$ cat config.mk
export PLATFORM = sky130hd
export DESIGN_NAME = hazard_unit
export DESIGN_NICKNAME = d
export VERILOG_FILES = /design/src/rtl/hazard_unit.sv
export SDC_FILE = /design/constraint.sdc
export NUM_CORES = 1
export LEC_CHECK = 0
export ABC_AREA = 1
export BUFFER_PORTS_ARGS = -buffer_cell sky130_fd_sc_hd__buf_2
export CAP_MARGIN = 20
export CORE_UTILIZATION = 55
export CTS_BUF_LIST = sky130_fd_sc_hd__clkbuf_16
export DETAILED_ROUTE_END_ITERATION = 7
export PLACE_DENSITY = 0.79
export SKIP_LAST_GASP = 1
export SYNTH_ARGS = -nofsm -noshare
export SYNTH_HDL_FRONTEND = slang
export SYNTH_SLANG_ARGS = --single-unit
$ cat constraint.sdc
create_clock -name clk -period 3.5 [get_ports clk]
set_input_delay 0.175 -clock clk [delete_from_list [all_inputs] [get_ports clk]]
set_output_delay 0.175 -clock clk [all_outputs]
set_load 0.01 [all_outputs]
$ cat src/rtl/hazard_unit.sv
// Hazard unit for a 5-stage pipeline: forwarding selects plus stall/flush control.
// Tracks its own shadow copy of the E/M/W destination-register fields.
module hazard_unit #(
    parameter int REG_ADDR_W = 5
) (
    input  logic                  clk,
    input  logic                  rst,
    input  logic [REG_ADDR_W-1:0] RsD,
    input  logic [REG_ADDR_W-1:0] RtD,
    input  logic [REG_ADDR_W-1:0] RdD,
    input  logic                  RegDstD,
    input  logic                  RegWriteD,
    input  logic                  MemtoRegD,
    input  logic                  BranchD,
    output logic                  StallF,
    output logic                  StallD,
    output logic                  FlushE,
    output logic                  ForwardAD,
    output logic                  ForwardBD,
    output logic [1:0]            ForwardAE,
    output logic [1:0]            ForwardBE
);

    logic [REG_ADDR_W-1:0] rs_e, rt_e, write_reg_e, write_reg_m, write_reg_w;
    logic                  reg_write_e, mem_to_reg_e;
    logic                  reg_write_m, mem_to_reg_m;
    logic                  reg_write_w;

    logic                  stall;
    logic                  lw_stall, branch_stall;
    logic                  d_hits_e, d_hits_m;

    // Register 0 is hardwired, so a zero source address never counts as a match.
    function automatic logic hits(input logic [REG_ADDR_W-1:0] dest,
                                  input logic [REG_ADDR_W-1:0] src);
        return (src != '0) && (dest == src);
    endfunction

    always_comb begin
        ForwardAE = 2'b00;
        if (reg_write_m && hits(write_reg_m, rs_e))
            ForwardAE = 2'b10;
        else if (reg_write_w && hits(write_reg_w, rs_e))
            ForwardAE = 2'b01;

        ForwardBE = 2'b00;
        if (reg_write_m && hits(write_reg_m, rt_e))
            ForwardBE = 2'b10;
        else if (reg_write_w && hits(write_reg_w, rt_e))
            ForwardBE = 2'b01;
    end

    always_comb begin
        ForwardAD    = reg_write_m && hits(write_reg_m, RsD);
        ForwardBD    = reg_write_m && hits(write_reg_m, RtD);

        d_hits_e     = hits(write_reg_e, RsD) || hits(write_reg_e, RtD);
        d_hits_m     = hits(write_reg_m, RsD) || hits(write_reg_m, RtD);

        lw_stall     = mem_to_reg_e && d_hits_e;
        branch_stall = BranchD && ((reg_write_e && d_hits_e) || (mem_to_reg_m && d_hits_m));
        stall        = lw_stall || branch_stall;

        StallF       = stall;
        StallD       = stall;
        FlushE       = stall;
    end

    // E/M/W never stall; a stall only turns the incoming E slot into a bubble.
    always_ff @(posedge clk) begin
        if (rst) begin
            rs_e         <= '0;
            rt_e         <= '0;
            write_reg_e  <= '0;
            reg_write_e  <= 1'b0;
            mem_to_reg_e <= 1'b0;
            write_reg_m  <= '0;
            reg_write_m  <= 1'b0;
            mem_to_reg_m <= 1'b0;
            write_reg_w  <= '0;
            reg_write_w  <= 1'b0;
        end else begin
            if (stall) begin
                rs_e         <= '0;
                rt_e         <= '0;
                write_reg_e  <= '0;
                reg_write_e  <= 1'b0;
                mem_to_reg_e <= 1'b0;
            end else begin
                rs_e         <= RsD;
                rt_e         <= RtD;
                write_reg_e  <= RegDstD ? RdD : RtD;
                reg_write_e  <= RegWriteD;
                mem_to_reg_e <= MemtoRegD;
            end
            write_reg_m  <= write_reg_e;
            reg_write_m  <= reg_write_e;
            mem_to_reg_m <= mem_to_reg_e;
            write_reg_w  <= write_reg_m;
            reg_write_w  <= reg_write_m;
        end
    end

endmodule
**After elaboration in Yosys (flattened, before gate mapping)**

Index checks and enable logic that the tools add are counted.
Widths: inputs -> output; s select.

- Add/sub/neg operators: 0
- $mul: 0
- Divide/modulo/power cells: 0
- $lt $le $gt $ge: 0
- Eq/ne operators: 8
- Shift operators: 0
- Multiplexer cells: 5
- Bitwise gates (word level): 0
- Reduce and logical (&&, ||, !) cells: 27

Operators with widths:

| cell | count |
|---|---|
| $eq 5x5->1 | 8 |
| $reduce_bool 5->1 | 4 |
| $logic_and 1x1->1 | 18 |
| $mux 5 | 1 |
| $logic_or 1x1->1 | 4 |
| $mux 2 | 2 |
| $mux 1 | 2 |
| $reduce_or 2->1 | 1 |

- Register bits after elaboration: 30
- Latch bits: 0
- Memory bits (writable): 0
- Bits in read-only memories: 0
- Bits of input ports: 21
- Output and inout bits: 9
- Logic and storage cells: 50
- Memories kept: 0

**Depth between registers and ports, before layout**

Gate-level depths: netlist of the first run.

- Depth in word-level cells: 8
- Mapped depth: 12
- Mapped depth without buffers: 10

**Worst setup path after synthesis of the first run**

Ideal clock, no wire load.

- Path type: register -> output
- From: register write_reg_m[2]
- To: output StallD
- Data arrival time: 1.168 ns
- Required time: 3.325 ns
- Slack: 2.157 ns
- Stages on the path, launching flop included: 12
- Buffers on the path: 2
- Path through: dfxtp_1 buf_4 inv_1 nand2_1 nand2_1 nand3_1 nor2_1 nand2_1 nand2_1 nand2_2 nand2_1 buf_4

- Longest elaborated chain between the ends: 7
- Elaborated cells on any way between the ends: 9
- Those cells by class: eq/ne: 2; reduce/logical: 7

Ends and longest elaborated chain:

| what | line | source |
|---|---|---|
| start: declaration | 24 | `logic [REG_ADDR_W-1:0] rs_e, rt_e, write_reg_e, write_reg_m, write_reg_w;` |
| start signal: assignment | 96 | `write_reg_m <= write_reg_e;` |
| $eq 5x5->1 | 36 | `return (src != '0) && (dest == src);` |
| $logic_and 1x1->1 | 36 |  |
| $logic_or 1x1->1 * | 58 | `d_hits_m = hits(write_reg_m, RsD) \|\| hits(write_reg_m, RtD);` |
| $logic_and 1x1->1 * | 61 | `branch_stall = BranchD && ((reg_write_e && d_hits_e) \|\| (mem_to_reg_m && d_hits_m));` |
| $logic_or 1x1->1 * | 61 |  |
| $logic_and 1x1->1 * | 61 |  |
| $logic_or 1x1->1 * | 62 | `stall = lw_stall \|\| branch_stall;` |
| end: declaration | 16 | `output logic StallD,` |

Mark *: on every way between the ends. The rest lies on a longest branch, timed or not.

**Final worst setup path of the first run**

- From: register write_reg_m[4]
- To: output StallF

- Longest elaborated chain between the ends: 7
- Elaborated cells on any way between the ends: 9
- Those cells by class: eq/ne: 2; reduce/logical: 7

Ends and longest elaborated chain:

| what | line | source |
|---|---|---|
| $eq 5x5->1 | 36 |  |
| $logic_and 1x1->1 | 36 |  |
| $logic_or 1x1->1 * | 58 |  |
| $logic_and 1x1->1 * | 61 |  |
| $logic_or 1x1->1 * | 61 |  |
| $logic_and 1x1->1 * | 61 |  |
| $logic_or 1x1->1 * | 62 |  |
| end: declaration | 15 | `output logic StallF,` |

Marked as above.

==> results of run 1 <==
-- worst reg2reg max path, stage by stage (launching register included) --
cell and delay [ps]:
dfxtp_1 420, inv_1 130, nand2_1 80, nand2_1 50, nand2_1 60, inv_1 30, nand3_1 80, nand2_1 70
nand2_2 80, nand3_4 210, nor2_2 170
-- power breakdown --
group	leakage [uW]	internal (uW)	total (uW)	switching (uW)
Combinational	0.000637	48.5	111	62.5
Sequential	0.000248	361	380	19.1
Clock	0.0000723	252	381	129
-- registers in the layout, summed over array words and instances (netlist names) --
name          cells
rs_e              5
mem_to_reg_e      1
reg_write_e       1
write_reg_e       5
rt_e              5
write_reg_m       5
mem_to_reg_m      1
reg_write_m       1
reg_write_w       1
write_reg_w       5
-- through the flow --
step	power (uW)	instances	hold slack (ps)	setup slack [ps]	utilization [%]
floorplan	462	225	246	2160	-
global placement	494	278	394	2100	65.9
detailed placement	497	278	398	2070	65.9
CTS	881	285	119	1810	71.1
global route	916	285	130	1640	71.1
finish	873	285	124	1810	71.1
-- cells in the mapped netlist, types with 3 or more instances --
| cell type | number |
|---|---|
| nor3_1 | 3 |
| xor2_1 | 12 |
| nor2_1 | 49 |
| nor2_2 | 6 |
| a21oi_1 | 8 |
| o2111ai_1 | 4 |
| buf_4 | 3 |
| dfxtp_1 | 30 |
| o21ai_0 | 3 |
| nand3_1 | 9 |
| nand2_1 | 38 |
| inv_1 | 37 |
| xnor2_1 | 11 |
| or2_2 | 4 |
-- area by class of cell --
type | count | area (sq um)
clock inverters | 2 | 7.51
fillers | 233 | 749
clock buffers | 5 | 125
flip-flops and latches | 30 | 601
well taps | 30 | 37.5
repair buffers | 29 | 145
multi-input cells | 152 | 786
inverters | 37 | 139
-- path summary, 6_finish.rpt --
check                            start                       to  cells after the start
min reg2reg    mem_to_reg_e$_SDFF_PP0_  mem_to_reg_m$_SDFF_PP0_                      2
max reg2reg  write_reg_m[3]$_SDFF_PP0_       rs_e[2]$_SDFF_PP0_                     10
min                          RegWriteD   reg_write_e$_SDFF_PP0_                      3
max          write_reg_m[4]$_SDFF_PP0_                   StallF                      9
-- metal layers --
metal | vias up | GRT usage (%) | part of all wire [%]
met1 | 586 | 28.4 | 45
met3 | 7 | 5.62 | 3.1
met5 | - | 0 | 0
li1 | 739 | - | -
met2 | 24 | 41.3 | 50
met4 | 0 | 10.4 | 1.6
-- logic make-up after synthesis --
| family | Yosys count | synth area share (%) |
|---|---|---|
| compound gates | 17 | 6.71 |
| xor+xnor | 23 | 12.9 |
| buf+inv | 43 | 11.5 |
| flops | 30 | 38.3 |
| simple gates | 112 | 30.6 |
==> impl_results.md, run 1 <==
* Status: finished clean
* Number of vias per cell at 4.76
* Crit-path leading delay family: simple AND/OR/NAND/NOR gates
* Latest clock arrival within the worst-skew pair at 270 ps
* FFs w/ async S/R, synth at 0%
* Root Driver: clkbuf_16
* Num ports at 30
* Final GP Congestion at 0.832
* Sequential share of the synthesized area at 38.3%
* Total CTS buffers at 5
* Total grt overflow at 0
* DIE HEIGHT at 55.4 microns
* Final setup fails at 0
* Post-DP Area at 1710 sq um
* Dominant synthesized flop cell: dfxtp_1
* Resized Gates After CTS at 0
* WP data required at 3320 ps
* Vias at 1,356
* Max Cap Violations at 0
* Critical path type: reg2out
* Pwr/cell area at 474 nW/um^2
* Final WL at 3.25 mm
* Hold Buf Count CTS at 0
* Register-to-register setup slack at 2060 ps
* Crit path max fanout at 5
* Final hold vios at 0
* Final min period at 1690 ps
* Post-Syn Instances at 225
* DRC errors left at 0
* Synthesis-stage register bit count at 30
* Clk slew on worst S/H paths at 50 ps
* Average size of a mapped cell at 6.96 sq um
* Worst path cell trace: inv_1 -> nand2_1 -> nand2_1 -> nor2_1 -> nand3_1 -> nand2_1 -> nand2_2 -> nand2_1 -> buf_2
* Per-cell routed wire length at 11.4 microns
* CP bufs+invs at 2
* Fmax achieved at 591 MHz
* Die area at 3070 sq um
* Largest area contributor in the netlist: dfxtp_1
* Netlist area before placement at 1570 sq um
* Skew final at 2.48 ps
* Synth top area cells: dfxtp_1 (38%), nor2_1 (12%), nand2_1 (9.1%)
* Post-CTS setup buffer count at 0
* GRT Overall Usage at 24.0%
* Vias in the first global route at 1,286
* Setup TNS at 0 ps
* First-pass GRT wire length at 5.73 mm
* Final period util at 48.3%
* Hpwl dp at 2.49 mm
* Die W at 55.4 microns
* Syn. warnings at 0
* Largest net degree at the start of global routing at 18
* Worst min path class: in2reg
* Row Count at 18
* Actual slew at the worst max-slew pin at 287 ps
* Starting Density at 60.5%
* Core box area at 2590 sq um
* Most common cell after layout, fill and taps aside: nor2_1
* Initial antenna violation count at 0
* Most frequent cells in the layout: nor2_1 (49), inv_1 (39), nand2_1 (38)
* Synthesized Nets at 246
* RSZ-0062 raised after global routing: false
* Rel. slew slack at 80.9%
* Clock sinks at 30
* H-tree levels at 2
* Initial drt markers at 32
* Arr. time, crit path at 1520 ps
* Drt pass-1 iters at 4
* Leakage at 0.000957 uW
* Clk buf depth at 2
* Yosys cell types at 22
* Crit-path most repeated cell: nand2_1
* Buffers on Ports at 29
* Nets@finish at 276
* CTS tree: done
* EDFF count, synth at 0
* Startpoint types: flip-flop
* Critical Path Sink Type: primary output
* Max incr delay on CP at 430 ps
* Area delta synth->final at 17.5%
* Synth top area share at 38.3%
* Diodes inserted at 0
* Design area at 1840 sq um
* Antenna Nets Post-Route at 0
* Max Slew Vio Count at 0
* CP max-delay cell: dfxtp_1
* Share of layout cells above drive strength 1 at 18.0%
* Worst-case vdd ir drop at 0.000454 V
Power figures use the tool's default switching activity.
==> run 2: changes to the inputs <==
--- a/config.mk
+++ b/config.mk
@@ -8,10 +8,10 @@
 export ABC_AREA = 1
 export BUFFER_PORTS_ARGS = -buffer_cell sky130_fd_sc_hd__buf_2
 export CAP_MARGIN = 20
-export CORE_UTILIZATION = 55
+export CORE_UTILIZATION = 49
 export CTS_BUF_LIST = sky130_fd_sc_hd__clkbuf_16
 export DETAILED_ROUTE_END_ITERATION = 7
-export PLACE_DENSITY = 0.79
+export PLACE_DENSITY = 0.75
 export SKIP_LAST_GASP = 1
 export SYNTH_ARGS = -nofsm -noshare
 export SYNTH_HDL_FRONTEND = slang
==> constraint.sdc (replaced) <==
create_clock -name clk -period 1.5 [get_ports clk]
set_input_delay 0.075 -clock clk [delete_from_list [all_inputs] [get_ports clk]]
set_output_delay 0.075 -clock clk [all_outputs]
set_load 0.01 [all_outputs]
==> run 2 against run 1 <==
Non-clock buffer count grew 7. Core utilization shrank 5.9 points. Clock skew is essentially flat. Sequential share of layout area shrank 1.4 points. Setup slack lost 1800 ps. Combinational power grew to 2.6 times the previous value. Power grew 140%. Sequential cell count is the same. Clock-buffer cell count is the same. Die area grew 12%. Worst hold slack lost 110 ps. Via count grew 3.4%. Highest routed layer unchanged.
==> impl_results.md, run 2 (synthesized netlist as in run 1, its figures left out) <==
* Status: finished clean
* Setup TNS at 0 ps
* Number of vias per cell at 4.58
* Diodes inserted at 0
* Vias in the first global route at 1,324
* Register-to-register setup slack at 130 ps
* Initial antenna violation count at 0
* Actual slew at the worst max-slew pin at 248 ps
* Switching share of total power at 24.1%
* Clock sinks at 30
* Clock power share at 42.9%
* Final min period at 1480 ps
* Hpwl dp at 2.47 mm
* Crit path max fanout at 4
* Final setup fails at 0
* Most frequent cells in the layout: nor2_1 (48), nand2_1 (36), inv_1 (34)
* Per-cell routed wire length at 10.7 microns
* Filler cells at 284
* Gate power share at 14.2%
* Root Driver: clkbuf_16
* Antenna Nets Post-Route at 0
* Pwr/cell area at 1040 nW/um^2
* Max Slew Vio Count at 0
* Fmax achieved at 675 MHz
* Die W at 58.5 microns
* Final GP Congestion at 0.800
* Post-DP Area at 1750 sq um
* Max Cap Violations at 0
* Dpl cells at 295
* Internal at 1560 uW
* Leakage at 0.00101 uW
* Critical Path Sink Type: primary output
* Core box area at 3050 sq um
* Final WL at 3.27 mm
* Worst min path class: in2reg
* WP data required at 1420 ps
* Design area at 1990 sq um
* Buffers on Ports at 29
* Hold_sp: MemtoRegD
* Most common cell after layout, fill and taps aside: nor2_1
* Initial drt markers at 37
* Vias at 1,402
* Rel. slew slack at 83.4%
* Drt pass-1 iters at 4
* Largest net degree at the start of global routing at 18
* WHS Path Cells at 3
* Reg2reg end: write_reg_e[0]$_SDFF_PP0_
* CTS tree: done
* H-tree levels at 2
* Net Sw Power at 496 uW
* WHS at 16.2 ps
* Critical path type: reg2out
* Total CTS buffers at 5
* Area delta synth->final at 26.9%
* Final period util at 98.8%
* Hold Path End: mem_to_reg_e$_SDFF_PP0_
* Seq pwr share at 43.0%
* Num ports at 30
* Final Non-Filler Cells at 306
* Clk slew on worst S/H paths at 40 ps
* Latest clock arrival within the worst-skew pair at 270 ps
* Startpoint types: flip-flop
* DRC errors left at 0
* First-pass GRT wire length at 5.52 mm
* RR Startpoint: write_reg_m[3]$_SDFF_PP0_
* Skew final at 2.39 ps
* Starting Density at 51.3%
* Arr. time, crit path at 1410 ps
* Worst-case vdd ir drop at 0.000898 V
* Nets@finish at 283
* RSZ-0062 raised after global routing: true
* Share of layout cells above drive strength 1 at 28.6%
* DIE HEIGHT at 58.5 microns
* Total grt overflow at 0
* Clk buf depth at 2
* Final hold vios at 0
* Row Count at 20
* Die area at 3430 sq um
* GRT Overall Usage at 22.6%
* Worst reg2reg path depth at 10
## run 2: changes by cell type in the layout (fill, tap and decap cells not counted), sizes merged
cell / before / now
buf: 29 / 36
## run 2: worst max-delay path by stage
stage | to | from | cells after the start | slack (ps)
4_1_cts | StallD | write_reg_m[0]$_SDFF_PP0_ | 9 | -2
2_1_floorplan | rs_e[0]$_SDFF_PP0_ | write_reg_m[2]$_SDFF_PP0_ | 12 | 210
3_3_place_gp | reg_write_e$_SDFF_PP0_ | write_reg_m[4]$_SDFF_PP0_ | 9 | 60
5_1_grt | StallF | write_reg_m[2]$_SDFF_PP0_ | 10 | -70
6_report | ForwardAE[0] | write_reg_m[2]$_SDFF_PP0_ | 6 | 20
3_5_place_dp | reg_write_e$_SDFF_PP0_ | write_reg_m[4]$_SDFF_PP0_ | 9 | 10
## run 2: per-stage QoR
step | power [uW] | setup WS [ps] | utilization [%]
after detailed placement | 1160 | 11.7 | 57.3
after global placement | 1160 | 55.4 | 57.3
after floorplan | 1080 | 206 | -
final | 2060 | 17.9 | 65.1
after CTS | 2080 | -2.29 | 63.3
after global routing | 2170 | -72.0 | 65.1
## run 2: power by group through the flow
stage                     clock network (uW)  logic, uW  registers, uW
after floorplan                            0        192            887
after global placement                     0        264            897
after detailed placement                   0        265            898
after CTS                                910        282            883
after global routing                     955        329            890
final                                    883        292            885
## run 2: repair_timing
action	CTS	global route
setup buffers	3	1
pin swaps	5	12
endpoints found under the setup margin	8	7
hold buffers	0	0
resized for setup	15	19
## run 2: layout make-up
cell class / count / area, sq um / share of cell area (%)
multi-input cells: 152 / 816 / 41.0
flip-flops and latches: 30 / 622 / 31.3
repair buffers: 36 / 224 / 11.3
inverters: 37 / 139 / 6.99
clock buffers: 5 / 125 / 6.29
well taps: 44 / 55.1 / 2.77
clock inverters: 2 / 7.51 / 0.378
## run 2: routing by layer
| layer | up-vias | routed length (microns) | GRT usage [%] |
|---|---|---|---|
| met4 | 0 | 72 | 9.86 |
| met1 | 613 | 1440 | 24.7 |
| met5 | - | 0 | 0 |
| met3 | 7 | 135 | 9.23 |
| met2 | 27 | 1620 | 38.8 |
| li1 | 755 | - | - |
## run 2: worst max-delay path, stage by stage, from the launching register on
cell       delay [ps]
dfxtp_2           330
buf_4             150
xnor2_2           140
o2111ai_1         130
nor2_1            180
nor2_1             70
buf_2             130
